`src/rtl/vscale_wb_arbiter_pkg.sv`:
```
// Shared definitions for the vscale writeback arbiter: the datapath widths
// normally supplied by rv32_opcodes.vh (defined here only if absent) and the
// arbiter state encoding.
`ifndef XPR_LEN
`define XPR_LEN 32
`endif
`ifndef REG_ADDR_WIDTH
`define REG_ADDR_WIDTH 5
`endif

package vscale_wb_arbiter_pkg;

  localparam int unsigned NUM_REGS = 32;

  // IDLE: queue empty; PEND: entries waiting, primary wins; FORCE: head forced out
  typedef enum logic [1:0] {
    S_IDLE  = 2'd0,
    S_PEND  = 2'd1,
    S_FORCE = 2'd2
  } arb_state_e;

  // One-hot pending flag for a destination register; x0 never reports busy
  function automatic logic [NUM_REGS-1:0] reg_onehot(input logic [`REG_ADDR_WIDTH-1:0] wa);
    logic [NUM_REGS-1:0] oh;
    oh    = 32'd1 << wa;
    oh[0] = 1'b0;
    return oh;
  endfunction

endpackage

```
`src/rtl/vscale_wb_queue.sv`:
```
// Small FIFO holding secondary register writes until the register file port
// is free. Exposes per-slot valid bits and addresses for the scoreboard.
module vscale_wb_queue #(
  parameter int DEPTH = 2,
  parameter int AW    = 5,
  parameter int DW    = 32
) (
  input  logic                  clk,
  input  logic                  reset_n,
  input  logic                  push,
  input  logic                  pop,
  input  logic [AW-1:0]         push_wa,
  input  logic [DW-1:0]         push_wd,
  output logic                  full,
  output logic                  empty,
  output logic [$clog2(DEPTH):0] count,
  output logic [AW-1:0]         head_wa,
  output logic [DW-1:0]         head_wd,
  output logic [DEPTH-1:0]      entry_valid,
  output logic [DEPTH*AW-1:0]   entry_wa
);

  localparam int PW = $clog2(DEPTH);

  logic [AW-1:0]    wa_q [DEPTH];
  logic [DW-1:0]    wd_q [DEPTH];
  logic [DEPTH-1:0] valid_q, valid_d;
  logic [PW-1:0]    wr_ptr_q, wr_ptr_d;
  logic [PW-1:0]    rd_ptr_q, rd_ptr_d;
  logic [PW:0]      count_q, count_d;

  // Pointer, occupancy and slot-valid bookkeeping for push/pop
  always_comb begin
    valid_d  = valid_q;
    wr_ptr_d = wr_ptr_q;
    rd_ptr_d = rd_ptr_q;
    if (pop) begin
      valid_d[rd_ptr_q] = 1'b0;
      rd_ptr_d          = rd_ptr_q + PW'(1);
    end else begin
      rd_ptr_d = rd_ptr_q;
    end
    if (push) begin
      valid_d[wr_ptr_q] = 1'b1;
      wr_ptr_d          = wr_ptr_q + PW'(1);
    end else begin
      wr_ptr_d = wr_ptr_q;
    end
    count_d = count_q + (PW+1)'(push) - (PW+1)'(pop);
  end

  // Control state; reset discards every queued entry
  always_ff @(posedge clk or negedge reset_n) begin
    if (!reset_n) begin
      valid_q  <= '0;
      wr_ptr_q <= '0;
      rd_ptr_q <= '0;
      count_q  <= '0;
    end else begin
      valid_q  <= valid_d;
      wr_ptr_q <= wr_ptr_d;
      rd_ptr_q <= rd_ptr_d;
      count_q  <= count_d;
    end
  end

  // Entry storage, written at the tail on push
  always_ff @(posedge clk or negedge reset_n) begin
    if (!reset_n) begin
      for (int i = 0; i < DEPTH; i++) begin
        wa_q[i] <= '0;
        wd_q[i] <= '0;
      end
    end else if (push) begin
      wa_q[wr_ptr_q] <= push_wa;
      wd_q[wr_ptr_q] <= push_wd;
    end
  end

  // Flatten slot addresses for the scoreboard compare
  always_comb begin
    entry_wa = '0;
    for (int i = 0; i < DEPTH; i++) begin
      entry_wa[i*AW +: AW] = wa_q[i];
    end
  end

  assign full        = (count_q == (PW+1)'(DEPTH));
  assign empty       = (count_q == '0);
  assign count       = count_q;
  assign head_wa     = wa_q[rd_ptr_q];
  assign head_wd     = wd_q[rd_ptr_q];
  assign entry_valid = valid_q;

endmodule

```
`src/rtl/vscale_wb_arbiter.sv`:
```
// Writeback arbiter: merges pipeline writebacks (primary, priority) with
// long-latency unit writes (secondary, always queued) onto the single
// register file write port. A queued head that waits STARVE_LIMIT cycles is
// forced out by stalling the pipeline for one cycle.
// Optional: define VSCALE_WB_SCOREBOARD_EN to drive sb_busy from the queue.
module vscale_wb_arbiter
  import vscale_wb_arbiter_pkg::*;
#(
  parameter int QUEUE_DEPTH  = 2,
  parameter int STARVE_LIMIT = 4
) (
  input  logic                       clk,
  input  logic                       reset_n,
  input  logic                       p_wen,
  input  logic [`REG_ADDR_WIDTH-1:0] p_wa,
  input  logic [`XPR_LEN-1:0]        p_wd,
  output logic                       wb_stall,
  input  logic                       s_valid,
  output logic                       s_ready,
  input  logic [`REG_ADDR_WIDTH-1:0] s_wa,
  input  logic [`XPR_LEN-1:0]        s_wd,
  output logic                       rf_wen,
  output logic [`REG_ADDR_WIDTH-1:0] rf_wa,
  output logic [`XPR_LEN-1:0]        rf_wd,
  output logic [31:0]                sb_busy
);

  localparam int AW   = `REG_ADDR_WIDTH;
  localparam int DW   = `XPR_LEN;
  localparam int CW   = $clog2(QUEUE_DEPTH) + 1;
  localparam int AGEW = $clog2(STARVE_LIMIT + 1);

  logic                      q_full_s, q_empty_s;
  logic [CW-1:0]             q_count_s;
  logic [AW-1:0]             head_wa_s;
  logic [DW-1:0]             head_wd_s;
  logic [QUEUE_DEPTH-1:0]    entry_valid_s;
  logic [QUEUE_DEPTH*AW-1:0] entry_wa_s;
  logic                      push_s, pop_s, sel_valid_s, last_pop_s;
  arb_state_e                state_q, state_d;
  logic [AGEW-1:0]           age_q, age_d;

  vscale_wb_queue #(
    .DEPTH (QUEUE_DEPTH),
    .AW    (AW),
    .DW    (DW)
  ) u_queue (
    .clk         (clk),
    .reset_n     (reset_n),
    .push        (push_s),
    .pop         (pop_s),
    .push_wa     (s_wa),
    .push_wd     (s_wd),
    .full        (q_full_s),
    .empty       (q_empty_s),
    .count       (q_count_s),
    .head_wa     (head_wa_s),
    .head_wd     (head_wd_s),
    .entry_valid (entry_valid_s),
    .entry_wa    (entry_wa_s)
  );

  // No enqueue on a full queue, even if the head pops this cycle
  assign s_ready = reset_n && !q_full_s;
  assign push_s  = s_valid && s_ready;

  // Write-port source select: forced head, else primary, else queue head
  always_comb begin
    wb_stall    = 1'b0;
    pop_s       = 1'b0;
    sel_valid_s = 1'b0;
    rf_wa       = '0;
    rf_wd       = '0;
    if (!reset_n) begin
      sel_valid_s = 1'b0;
    end else if (state_q == S_FORCE) begin
      wb_stall    = 1'b1;
      pop_s       = !q_empty_s;
      sel_valid_s = !q_empty_s;
      rf_wa       = head_wa_s;
      rf_wd       = head_wd_s;
    end else if (p_wen) begin
      sel_valid_s = 1'b1;
      rf_wa       = p_wa;
      rf_wd       = p_wd;
    end else if (!q_empty_s) begin
      pop_s       = 1'b1;
      sel_valid_s = 1'b1;
      rf_wa       = head_wa_s;
      rf_wd       = head_wd_s;
    end else begin
      sel_valid_s = 1'b0;
    end
    // x0 writes are consumed but never reach the register file
    rf_wen = sel_valid_s && (rf_wa != '0);
  end

  // Head age and arbitration state transitions
  always_comb begin
    last_pop_s = pop_s && !push_s && (q_count_s == CW'(1));
    if (pop_s) begin
      age_d = '0;
    end else if ((state_q == S_PEND) && (age_q < AGEW'(STARVE_LIMIT))) begin
      age_d = age_q + AGEW'(1);
    end else begin
      age_d = age_q;
    end
    state_d = state_q;
    case (state_q)
      S_IDLE: begin
        if (push_s) state_d = S_PEND;
        else        state_d = S_IDLE;
      end
      S_PEND: begin
        if (last_pop_s)                          state_d = S_IDLE;
        else if (age_d == AGEW'(STARVE_LIMIT))   state_d = S_FORCE;
        else                                     state_d = S_PEND;
      end
      S_FORCE: begin
        if (last_pop_s) state_d = S_IDLE;
        else            state_d = S_PEND;
      end
      default: state_d = S_IDLE;
    endcase
  end

  // Arbitration state registers
  always_ff @(posedge clk or negedge reset_n) begin
    if (!reset_n) begin
      state_q <= S_IDLE;
      age_q   <= '0;
    end else begin
      state_q <= state_d;
      age_q   <= age_d;
    end
  end

`ifdef VSCALE_WB_SCOREBOARD_EN
  // Pending-write flags: any valid queued entry targeting the register
  always_comb begin
    sb_busy = '0;
    for (int i = 0; i < QUEUE_DEPTH; i++) begin
      if (entry_valid_s[i]) sb_busy = sb_busy | reg_onehot(entry_wa_s[i*AW +: AW]);
      else                  sb_busy = sb_busy;
    end
  end
`else
  logic unused_sb_s;
  assign sb_busy     = 32'h0;
  assign unused_sb_s = ^{entry_valid_s, entry_wa_s};
`endif

endmodule
```
`config.mk`:
```
export PLATFORM = sky130hd
export DESIGN_NAME = vscale_wb_arbiter
export DESIGN_NICKNAME = d
export VERILOG_FILES = /design/src/rtl/vscale_wb_arbiter_pkg.sv /design/src/rtl/vscale_wb_queue.sv /design/src/rtl/vscale_wb_arbiter.sv
export SDC_FILE = /design/constraint.sdc
export NUM_CORES = 1
export LEC_CHECK = 0
export CAP_MARGIN = 20
export CORE_MARGIN = 8
export CORE_UTILIZATION = 50
export CTS_CLUSTER_SIZE = 30
export DETAILED_ROUTE_END_ITERATION = 8
export PLACE_DENSITY = 0.84
export SYNTH_ARGS = -nofsm -noshare
export SYNTH_HDL_FRONTEND = slang
export SYNTH_SLANG_ARGS = --single-unit
export TNS_END_PERCENT = 5
```
`constraint.sdc`:
```
create_clock -name clk -period 5.8 [get_ports clk]
set_input_delay 1.16 -clock clk [delete_from_list [all_inputs] [get_ports clk]]
set_output_delay 1.16 -clock clk [all_outputs]
set_load 0.005 [all_outputs]
```
======== Word-level counts from Yosys, hierarchy flattened ========
Cells that the tools add are included.
W data, S select, Z words.
storage, ports and cells
  bits in writable memories ............... 0
  bits in latches ......................... 0
  output and inout port bits .............. 72
  word-level logic and storage cells ...... 74
  register bits ........................... 83
  bits of input ports ..................... 78
  memories kept ........................... 0
  bits in read-only memories .............. 0
operators by class
  reduce and logical (&&, ||, !) cells .... 13
  multipliers ............................. 0
  div/mod/pow operators ................... 0
  bitwise operators ....................... 2
  eq/ne operators ......................... 5
  shift-type cells ........................ 0
  add/sub/neg operators ................... 5
  multiplexer cells ....................... 36
  order comparisons ....................... 4
operator list
  kind                   number
  $mux W32               8
  $bwmux W64             1
  $mux W5                8
  $demux W32 S1          1
  $mux W1                11
  $bwmux W10             1
  $logic_and A1 B1 Y1    7
  $mux W3                2
  $pmux W2 S3            1
  $demux W5 S1           1
  $reduce_bool A5 Y1     1
  $eq A2 B1 Y1 const B   2
  $eq A2 B2 Y1 const B   2
  $ge A2 B2 Y1 const B   2
  $logic_not A2 Y1       2
  $mux W2                2
  $not A1 Y2             2
  $add A3 B1 Y3 const B  1
  $eq A3 B3 Y1 const B   1
  $logic_not A1 Y1       3
  $lt A3 B3 Y1 const B   1
  $add A1 B1 Y1 const B  2
  $add A2 B1 Y2          1
  $lt A2 B1 Y1 const B   1
  $sub A2 B1 Y2          1

======== Depth between registers and ports, before layout ========
  depth in word-level cells ............... 10
  mapped depth ............................ 8
  depth with buffers taken out ............ 7

======== Modules after synthesis ========
A second synthesis with hierarchy kept.
second synthesis, totals
  cells, all modules ...................... 418
  area total of the unflattened synthesis .. 4946.0 um^2
by module, submodules not included
  module             seq. area each (um^2)  times used  cells each  area an instance (um^2)
  vscale_wb_queue    2001.9                 1           218         3677.3
  vscale_wb_arbiter  125.1                  1           200         1268.7

======== Least setup slack after synthesis ========
Ideal clock, no wire load.
  kind .................................... input port to output port
  start ................................... input port p_wen
  end ..................................... output port rf_wd[10]
  data required time ...................... 4640 ps
  path slack .............................. 2355 ps
  arrival ................................. 2285 ps
  stages on the path ...................... 6
  buffers on the path ..................... 3
  path through ............................ clkbuf_1 > inv_1 > a31o_2 > buf_2 > buf_2 > a211oi_1
between the ends
  cells in the longest elaborated chain, start to end .. 3
ends and longest elaborated chain
  what             RTL line                 source
  start, declared  vscale_wb_arbiter.sv:14  input logic p_wen,
  $mux W32         vscale_wb_arbiter.sv:82  end else if (p_wen) begin
  $mux W32         vscale_wb_arbiter.sv:76  end else if (state_q == S_FORCE) begin
  $mux W32         vscale_wb_arbiter.sv:74  if (!reset_n) begin
  end, declared    vscale_wb_arbiter.sv:24  output logic [`XPR_LEN-1:0] rf_wd,
Every way passes these cells.

======== Final worst setup path ========
  start ................................... input port p_wen
  end ..................................... output port rf_wd[23]
The elaborated chain is that of the path after synthesis.

==> implementation parameters <==
Parameter                              Value

Global routing
  Overflow left after global routing ... 0
  Vias in the first global route ... 3400
  Antenna violations before repair ... 0
  Total routing resource utilization after global routing ... 16.53%
  Global-route wire length before repair ... 17.02 mm
  Maximum number of pins on one net before global-route repair ... 50

Finish
  Final instance area ... a little under 6000 um2
  Number of diodes added for antenna fixing ... 0
  Total of fill cells in the finished design ... 726
  Final net count ... about 560
  Core occupancy in the finished layout ... roughly 64%
  Area taken by multi-input logic gates ... between 2000 and 2500 um2
  Layout cells sized above 1 ... a little over a fifth
  Area growth from synthesis to layout ... 27.39%
  Count of non-filler cells in the finished layout ... ~600
  Area taken by flip-flops and latches ... roughly 2100 um2

Logic synthesis
  Most instantiated cells after synthesis ... dfrtp_1 (83), mux2_2 (45), nor2_1 (37)
  Post-synthesis compound-gate area fraction ... between 8 and 9%
  Post-synthesis cell count ... around 380
  Cell type with the highest aggregate area in the netlist ... dfrtp_1
  Share of flip-flops with an asynchronous set or reset ... 100.0%
  Area fraction of the dominant cell type after synthesis ... a little under half
  Simple-Gate Fraction of Synth Area ... under 10%
  EDFF count, synth ... 0
  Area share of fa/ha/maj cells after synthesis ... less than 1%
  Yosys cell types ... between 40 and 50
  Combinational family with the most area after synthesis ... multiplexers
  Yosys Warn Count ... 0
  Synth Flop Type ... dfrtp_1
  Average instance area after synthesis ... between 10 and 15 um2
  Fraction of the yosys area taken by sequential cells ... a little under half
  Post-synthesis register bit count ... just over 80
  Mux cell area share after synthesis ... 28.91%
  Top cells by area in the synthesized netlist ... dfrtp_1 (45%), mux2_2 (11%), mux2_4 (9.8%)
  Xor/xnor cell area share of the yosys netlist ... less than 1%
  Most used standard cell by instance count after synthesis ... dfrtp_1
  Synthesized cell area ... approximately 4600 um2

Place
  Gpl congestion ... about 0.8
  Dpl cells ... 582
  Hpwl dp ... approximately 7.4 mm
  Placement Cell Area ... 5638 um2
  Count of input and output buffers ... about 120

Setup path
  Type of the worst setup path ... in -> out
  Critical Path Start Type ... primary input
  Data required time at the worst endpoint ... about 4.6 ns
  Maximum fanout along the worst path ... 38
  Critical path capture point type ... output port
  WP data arrival ... 3.68 ns
  Reg2Reg Depth ... 4

Clock network
  H-tree level count ... 3
  Number of instances resized during post-cts repair ... 0
  Number of sinks handled by clock tree synthesis ... 83
  Number of CTS-inserted buffers ... 9
  Clock latency on the worst-skew pair ... 0.34 ns
  Hold buffer count at CTS ... 0
  Setup bufs post-CTS ... 0
  CTS Root Buffer Type ... clkbuf_8
  Clock tree from TritonCTS ... built
  Register clock-pin slew on the reported worst setup and hold paths ... around 0.08 ns
  Maximum buffer depth of the clock tree ... 2

STA
  Final number of max-transition violations ... 0
  Largest clock skew in the final design ... 0.006372 ns
  Number of endpoints failing setup at the final stage ... 0
  Max Fclk ... just over 200 MHz
  Worst-case headroom to the max-slew limit ... between 40% and 50%
  Final period demand of the worst path ... just under 5 ns
  Least-Margin Pin Slew ... ~0.85 ns
  Unrepaired setup endpoints after global routing ... false
  Tcrit/Tclk final ... 83.49%
  Setup tns final ... 0 ns
  Final count of hold timing violations ... 0

Route
  Remaining number of nets flagged by the antenna check after routing ... 0
  Length of the first detailed-routing pass in iterations ... 4
  Final routed wire length divided by cell count ... approximately 17 um
  Average via count per standard cell ... 5.244
  Drc violations ... 0
  Total detailed-routing wirelength ... a little over 10 mm
  Iter 0 DRT Violations ... approximately 140
  Via total after detailed routing ... 3136

Outcome
  Status ... complete, no violations

Run
  Max capacitance violation total ... 0

Power
  Leakage power ... 2.631 nW
  Peak supply drop ... about 0.21 mV
  Total power density per cell area ... 450.7 nW/um2

Floorplanning
  Initial core utilization ... about half
  Cell row count ... 35
  Overall die width ... between 100 and 150 um
  Vertical die dimension ... approximately 110 um
  Boundary pin count ... 150
  Die footprint ... between 10000 and 15000 um2
  Placeable Area ... between 9000 and 10000 um2

Hold path
  Hold path depth ... 1
  Worst hold path class ... reg -> reg
worst max-delay path, stage by stage:
cell and delay, ns:
clkdlybuf4s50_1 0.57, nand2_2 0.59, buf_4 0.42, nor2_1 0.09, a211oi_1 0.26, clkdlybuf4s50_1 0.55
placed cells by master, fill, tap and decap left out, types with 2 or more instances in the layout:
| cell | instances |
|---|---|
| a21oi_1 | 5 |
| o21ai_0 | 5 |
| mux2_2 | 45 |
| clkdlybuf4s50_1 | 116 |
| mux2_4 | 30 |
| nand3_1 | 4 |
| inv_1 | 6 |
| ha_1 | 3 |
| xnor2_1 | 3 |
| xor2_1 | 2 |
| conb_1 | 32 |
| bufinv_16 | 2 |
| a41oi_1 | 2 |
| dfrtp_1 | 82 |
| nor2_1 | 37 |
| a211oi_1 | 33 |
| buf_4 | 5 |
| clkbuf_8 | 11 |
| mux2i_1 | 34 |
| mux2_1 | 3 |
path summary, 6_finish.rpt:
check | to | slack, ns | from
max | rf_wd[23] | 0.96 | p_wen
min | u_queue.wd_q[6]$_DFFE_PN0P_ | 0.50 | u_queue.wd_q[6]$_DFFE_PN0P_
max reg2reg | u_queue.wd_q[36]$_DFFE_PN0P_ | 3.55 | u_queue.count[1]$_DFF_PN0_
min reg2reg | u_queue.wd_q[6]$_DFFE_PN0P_ | 0.50 | u_queue.wd_q[6]$_DFFE_PN0P_
max in group asynchronous | u_queue.rd_ptr_q$_DFFE_PN0P_ | 4.03 | reset_n
min in group asynchronous | u_queue.wd_q[28]$_DFFE_PN0P_ | 0.77 | reset_n
logic make-up (layout without fill, tap and decap cells):
group,after synthesis,in the layout
compound gates,54,54
xor+xnor,5,5
fa+ha+maj,3,3
buf+inv,63,144
flops,83,83
mux,112,112
other cells,1,32
simple gates,54,54
sequential cells by signal, indices dropped and copies added (netlist names):
register / count
age_q: 3
state_q: 2
u_queue.count: 2
u_queue.entry_wa: 10
u_queue.rd_ptr_q: 1
u_queue.wd_q: 64
u_queue.wr_ptr_q: 1
through the flow:
stage | total power [mW] | hold WS [ns] | worst slack [ns]
after floorplan | 1.848 | 0.4640 | 2.355
after global placement | 2.142 | 0.4740 | 1.037
after detailed placement | 2.199 | 0.4833 | 0.9257
after CTS | 2.672 | 0.5020 | 0.9356
after global routing | 2.821 | 0.5201 | 0.7330
final | 2.644 | 0.4966 | 0.9574
final cells by class:
| cell class | instances | share of cell area, % |
|---|---|---|
| tap | 111 | 2.368 |
| timing repair buffer | 121 | 20.44 |
| multi-input combinational | 260 | 37.44 |
| clock buffer | 12 | 2.645 |
| sequential | 83 | 35.43 |
| inverter | 7 | 0.4480 |
| clock inverter | 4 | 1.237 |
layer usage:
layer  vias to the layer above  track usage (%)  part of all wire (%)
met2                       103            28.03                    48
li1                       1488                -                     -
met5                         -                0                     0
met1                      1535            19.96                    45
met3                        10            4.708                   6.7
met4                         0            4.856                  0.95
power breakdown:
part	switching, mW	total, mW	internal (mW)
logic	0.415	1.11	0.690
registers	0.202	1.07	0.872
clock network	0.199	0.464	0.266
total	0.815	2.64	1.83
Note: power is estimated with default switching activity, not from simulation.
